$ cat src/rtl/exec_mc_ctrl.sv
// exec_mc_ctrl: issue/start/wait controller for multi-cycle execute units.
//
// The controller accepts one instruction at a time from the execute stage and
// sends a one-cycle start pulse to the selected unit. It holds the pipeline
// with wait_exec until that unit reports ready. It then captures the unit's
// result together with the destination tag and the FP-register flag.
//
// Optional feature: define EXEC_MC_TIMEOUT_EN to add a WAIT-cycle watchdog.
// When the limit is reached, the watchdog returns an all-ones result and
// pulses timeout. Without the macro, timeout is tied to 0 and WAIT has no
// cycle limit.
module exec_mc_ctrl #(
    parameter int NUM_UNITS = 4,
    parameter int DATA_W    = 32,
    parameter int TAG_W     = 5,
    parameter int TIMEOUT   = 1024
) (
    input  logic                        clk,
    input  logic                        rst,
    input  logic                        stall,
    input  logic                        flush,
    input  logic                        issue_valid,
    input  logic [NUM_UNITS-1:0]        issue_sel,
    input  logic [TAG_W-1:0]            issue_tag,
    input  logic                        issue_writef,
    output logic [NUM_UNITS-1:0]        unit_start,
    input  logic [NUM_UNITS-1:0]        unit_ready,
    input  logic [NUM_UNITS*DATA_W-1:0] unit_data,
    output logic                        wait_exec,
    output logic [DATA_W-1:0]           result,
    output logic [TAG_W-1:0]            result_tag,
    output logic                        result_writef,
    output logic                        result_valid,
    output logic                        sel_err,
    output logic                        timeout
);

    typedef enum logic [1:0] {
        IDLE  = 2'd0,
        START = 2'd1,
        WAIT  = 2'd2
    } state_t;

    state_t                state;
    state_t                state_nxt;
    logic [NUM_UNITS-1:0]  sel_q;
    logic [TAG_W-1:0]      tag_q;
    logic                  writef_q;
    logic                  sel_ready;
    logic [DATA_W-1:0]     sel_data;
    logic                  accept;
    logic                  bad_sel;
    logic                  capture;
    logic                  expire;

    // Returns true only when exactly one bit of the select is set.
    function automatic logic is_onehot(input logic [NUM_UNITS-1:0] sel);
        return (sel != '0) && ((sel & (sel - 1'b1)) == '0);
    endfunction

`ifdef EXEC_MC_TIMEOUT_EN
    localparam int CNT_W = (TIMEOUT > 2) ? $clog2(TIMEOUT) : 1;
    localparam logic [CNT_W-1:0] CNT_LAST = CNT_W'(TIMEOUT - 1);

    logic [CNT_W-1:0] wait_cnt;
    logic             timeout_q;
`endif

    // Selected unit's ready and data. sel_q is one-hot, so an AND-OR mux
    // needs no index decode. It also ignores the unselected units.
    always_comb begin
        sel_ready = |(unit_ready & sel_q);
        sel_data  = '0;
        for (int i = 0; i < NUM_UNITS; i++) begin
            if (sel_q[i]) begin
                sel_data = sel_data | unit_data[i*DATA_W +: DATA_W];
            end
        end
    end

    // Next-state logic plus the combinational start and wait outputs.
    always_comb begin
        state_nxt  = state;
        unit_start = '0;
        wait_exec  = 1'b0;
        accept     = 1'b0;
        bad_sel    = 1'b0;
        capture    = 1'b0;
        expire     = 1'b0;
        unique case (state)
            IDLE: begin
                if (issue_valid && !stall && !flush) begin
                    if (is_onehot(issue_sel)) begin
                        accept    = 1'b1;
                        state_nxt = START;
                    end else begin
                        bad_sel = 1'b1;
                    end
                end
            end
            START: begin
                // A flush in this cycle does not cut this cycle's start pulse short.
                unit_start = sel_q;
                wait_exec  = 1'b1;
                state_nxt  = flush ? IDLE : WAIT;
            end
            WAIT: begin
                wait_exec = ~sel_ready;
                if (flush) begin
                    state_nxt = IDLE;
                end else if (sel_ready) begin
                    capture   = 1'b1;
                    state_nxt = IDLE;
                end
`ifdef EXEC_MC_TIMEOUT_EN
                else if (wait_cnt == CNT_LAST) begin
                    expire    = 1'b1;
                    state_nxt = IDLE;
                end
`endif
            end
            default: state_nxt = IDLE;
        endcase
    end

    // State register.
    always_ff @(posedge clk) begin
        if (rst) begin
            state <= IDLE;
        end else begin
            state <= state_nxt;
        end
    end

    // Latch the unit select, tag and FP flag of the accepted instruction.
    always_ff @(posedge clk) begin
        if (rst) begin
            sel_q    <= '0;
            tag_q    <= '0;
            writef_q <= 1'b0;
        end else if (accept) begin
            sel_q    <= issue_sel;
            tag_q    <= issue_tag;
            writef_q <= issue_writef;
        end
    end

    // Result capture and one-cycle status pulses.
    always_ff @(posedge clk) begin
        if (rst) begin
            result        <= '0;
            result_tag    <= '0;
            result_writef <= 1'b0;
            result_valid  <= 1'b0;
            sel_err       <= 1'b0;
        end else begin
            result_valid <= capture | expire;
            sel_err      <= bad_sel;
            if (capture) begin
                result        <= sel_data;
                result_tag    <= tag_q;
                result_writef <= writef_q;
            end else if (expire) begin
                result        <= '1;
                result_tag    <= tag_q;
                result_writef <= writef_q;
            end
        end
    end

`ifdef EXEC_MC_TIMEOUT_EN
    // WAIT watchdog. The counter clears on the START->WAIT transition and
    // advances on every WAIT cycle without ready.
    always_ff @(posedge clk) begin
        if (rst) begin
            wait_cnt  <= '0;
            timeout_q <= 1'b0;
        end else begin
            timeout_q <= expire;
            if (state == START) begin
                wait_cnt <= '0;
            end else if (state == WAIT && !sel_ready) begin
                wait_cnt <= wait_cnt + 1'b1;
            end
        end
    end

    assign timeout = timeout_q;
`else
    assign timeout = 1'b0;
`endif

endmodule

$ cat config.mk
export PLATFORM = sky130hd
export DESIGN_NAME = exec_mc_ctrl
export DESIGN_NICKNAME = d
export VERILOG_FILES = /design/src/rtl/exec_mc_ctrl.sv
export SDC_FILE = /design/constraint.sdc
export NUM_CORES = 1
export LEC_CHECK = 0
export CELL_PAD_IN_SITES_DETAIL_PLACEMENT = 2
export CELL_PAD_IN_SITES_GLOBAL_PLACEMENT = 2
export CORE_MARGIN = 5
export CORE_UTILIZATION = 16
export DETAILED_ROUTE_END_ITERATION = 10
export GPL_ROUTABILITY_DRIVEN = 0
export PLACE_DENSITY = 0.85
export SYNTH_ARGS = -nofsm -noshare
export SYNTH_HDL_FRONTEND = slang
export SYNTH_SLANG_ARGS = --single-unit
$ cat constraint.sdc
create_clock -name clk -period 1.9 [get_ports clk]
set_input_delay 0.57 -clock clk [delete_from_list [all_inputs] [get_ports clk]]
set_output_delay 0.57 -clock clk [all_outputs]
set_load 0.005 [all_outputs]
==> results of run 1 <==
==> flip-flops by register name, summed over array words and instances (netlist names), 2 cells and up <==
signal / count
result: 32
result_tag: 5
sel_q: 4
state: 2
tag_q: 5
==> layer usage <==
| layer | vias up | global-route usage |
|---|---|---|
| met5 | - | 0 |
| met1 | 1647 | 0.183 |
| met4 | 0 | 0.0347 |
| met3 | 17 | 0.0470 |
| met2 | 137 | 0.287 |
| li1 | 1528 | - |
==> stage by stage <==
stage / instance area, µm² / hold slack [ns] / setup WS, ns / std cells / TNS [ns]
2_1_floorplan: 2550 / 0.436 / 0.0445 / 282 / 0
3_3_place_gp: 4800 / 0.446 / -0.845 / 681 / -23.88
4_1_cts: 5170 / 0.469 / -0.224 / 701 / -0.224
5_1_grt: 5470 / 0.498 / -0.262 / 716 / -0.564
6_report: 5470 / 0.467 / -0.189 / 716 / -0.189
3_5_place_dp: 4800 / 0.457 / -0.990 / 681 / -28.29
==> final cells by class <==
class	instances	area, µm²
clock buffer	5	125
inverter	3	11.3
timing repair buffer	242	2480
multi-input combinational	195	1500
fill	1723	10300
sequential	52	1050
clock inverter	3	28.8
tap	216	270
==> worst max-delay path, delay by kind of cell <==
kind	cells	cell delay (ns)
AO/OA/AOI/OAI	3	0.60
AND/OR/NAND/NOR	1	0.12
buffers and inverters	2	0.22
==> kinds of logic after synthesis <==
family | after synthesis
buffers and inverters | 36
other | 1
and+or+nand+nor | 68
xor gates and xnor gates | 1
adders and majority gates | 3
DFF | 52
muxes | 10
AOI/OAI and AO/OA | 111
==> what timing repair did <==
item,in CTS,in global routing
gates cloned,3,8
endpoints found under the setup margin,55,55
endpoints found under the hold margin,0,0
pin swaps,7,16
gates resized for setup,43,30
buffers inserted,9,8
==> placed cells by master (no fill, tap or decap), types with 2 or more instances in the layout <==
cell type	instances
a311oi_2	6
dfxtp_1	48
buf_2	3
a21oi_2	2
nand3_1	6
buf_6	4
bufbuf_16	2
nand2_1	6
mux2i_1	9
a22oi_1	64
inv_1	2
a21oi_1	6
or4b_4	2
clkbuf_2	6
nor3b_4	2
nor2_1	41
a311oi_1	25
clkdlybuf4s15_1	4
inv_6	2
buf_4	34
ha_1	2
dfxtp_4	2
dfxtp_2	2
clkdlybuf4s50_1	176
buf_12	5
clkbuf_16	11
and2_1	4
==> how the worst max path moves through the flow <==
stage	startpoint	endpoint	slack, ns	cells past startpoint
6_report	unit_ready[0]	wait_exec	-0.19	6
3_5_place_dp	unit_ready[0]	wait_exec	-0.99	6
3_3_place_gp	unit_ready[0]	wait_exec	-0.85	6
2_1_floorplan	issue_sel[2]	state[1]$_SDFFE_PP0P_	0.04	6
5_1_grt	sel_q[0]$_SDFFE_PP0P_	wait_exec	-0.26	5
4_1_cts	sel_q[0]$_SDFFE_PP0P_	wait_exec	-0.22	5
==> power breakdown <==
group,switching (W),internal (W),leakage (nW)
sequential,0.00000981,0.00110,0.422
clock,0.000474,0.000509,0.0767
combinational,0.000220,0.000401,1.32
total,0.000704,0.00201,1.82
==> results by group, run 1 <==
Hold path
  – WHS Path Cells: 2
  – WHS Endpoint: tag_q[2]$_SDFFE_PP0P_
  – Worst Hold Launch: tag_q[2]$_SDFFE_PP0P_
  – Worst min-delay path category: flip-flop to flip-flop

Die
  – Rows: between 40 and 50
  – Width of the die: 136 µm
  – Die Height: 136 µm
  – I/O Pins: ~190
  – Core area: 0.0158 mm²
  – Initial Utilization: 0.161
  – Die area: 0.0185 mm²

STA
  – Rel. slew slack: 0.598
  – Fmax: 479 MHz
  – Worst Tran Pin Value: 0.603 ns
  – Endpoints failing setup: 1
  – Setup repair after global routing missed its margin: yes
  – Skew final: between 0.015 and 0.02 ns
  – Final Slew Violations: 0
  – Setup WS post-layout: -0.189 ns
  – Fraction of the cycle the final worst path needs: 1.10
  – Hold Vio Cnt, Final: 0
  – Min cycle time layout: ~2.1 ns

CTS
  – Clk slew on worst S/H paths: 0.08 ns
  – Hold Buf Count CTS: 0
  – CTS sink count: 52
  – Clock root buffer: clkbuf_16
  – CTS buffer count: 5
  – Clock tree buffer depth: 2
  – H-tree levels: 2
  – Clock latency on the worst-skew pair: 0.31 ns
  – TritonCTS clock tree: built

Synthesis
  – Synth top area share: 0.409
  – YS warnings: 0
  – XOR/XNOR Fraction of Synth Area: 0.00344
  – Post-Synth Adder-Cell Area: 0.0147
  – Syn_nets: 432
  – Avg Cell Area, Syn: between 9 and 10 µm²
  – Distinct cell type count after synthesis: 32
  – Post-Synthesis Cells: roughly 280
  – Synth Area in Compound Gates: 0.345
  – Syn Std Cell Area: 0.00255 mm²
  – Seq/Total Area, Yosys: 0.409
  – Count leader, synth: a22oi_1
  – Post-Synth Simple-Gate Area: 0.124
  – Async S/R FF share, synth: 0
  – #FFs+latches synth: 52
  – Post-synth top area cell: dfxtp_1
  – Main combinational cell family by area after synthesis: compound AO/OA/AOI/OAI gates
  – Post-synth top cells: 64 x a22oi_1, 52 x dfxtp_1, 42 x nor2_1
  – Post-synth EDFFs: 0
  – Main area contributors after synthesis: dfxtp_1 41%, a22oi_1 19%, a311oi_1 11%
  – Prevailing post-synth register cell: dfxtp_1
  – Multiplexer share of the synthesized area: 0.0393

Routing
  – WL met1: ~6.7 mm
  – Uppermost layer routed: met4
  – Metal3 WL: 1.23 mm
  – Initial detailed-routing violation count: 126
  – Routed WL: between 15 and 20 mm
  – Router iterations before antenna repair: 4
  – # DRC: 0
  – Met2 routed WL: 8.23 mm
  – Via count: roughly 3300
  – Antenna Nets Post-Route: 0
  – Routed vias/inst: 4.65
  – Wire length per cell: 22.9 µm

GRT
  – Largest net degree at the start of global routing: 39
  – GR Util All Layers: 0.158
  – Vias in the first global route: 3791
  – Final global-route overflow total: 0
  – First-pass GRT wire length: 22.4 mm
  – Initial antenna violation count: 0

Critical path
  – CP cell instances: buf_2 > a22o_1 > a221oi_4 > a21oi_2 > nor2b_2 > buf_2
  – Crit-path max FO: 2
  – Startpoint Class: input pin
  – R2R cell count: 8
  – Crit-path slowest cell: a22o_1
  – Arrival @ worst endpoint: 1.52 ns
  – Crit. End Element: output pin
  – Setup CP Type: input pin to output pin
  – Reg2Reg Launch Point: sel_q[0]$_SDFFE_PP0P_
  – Reg2reg setup slack: 0.06 ns
  – Required time worst endpoint: roughly 1.3 ns
  – Crit path largest cell delay: 0.25 ns
  – R2r endpoint: result_tag[0]$_SDFFE_PP0P_
  – CP most frequent cell: buf_2

Job
  – Maxcap violations: 0

Placement
  – Dpl hpwl: about 10 mm
  – Port Buf Inserts: around 190

Run status
  – Outcome: finished with violations
  – Violated checks: negative setup slack

Pwr
  – P per Cell Area: between 400 and 500 mW/mm²
  – Overall Power: around 0.0027 W
  – Peak supply drop: 0.000316 V
  – Pleak: 1.82 nW

Finish
  – Area added between synthesis and finish: 115%
  – Nets@finish: 649
  – ANT cells: 0
  – Final core utilization: 0.347
  – Layout cells sized above 1: 0.194
Note: power is estimated with default switching activity, not from simulation.
==> run 2, diff against run 1 <==
Settings changed: GPL_ROUTABILITY_DRIVEN 0 to unset, SLEW_MARGIN set to 10.
==> results of run 2 <==
No change in the layout: final DEF, timing and power equal those of run 1.
==> run 3, diff against run 2 <==
Settings changed: CAP_MARGIN set to 15.
==> results of run 3 <==
No change in the layout: final DEF, timing and power equal those of run 1.
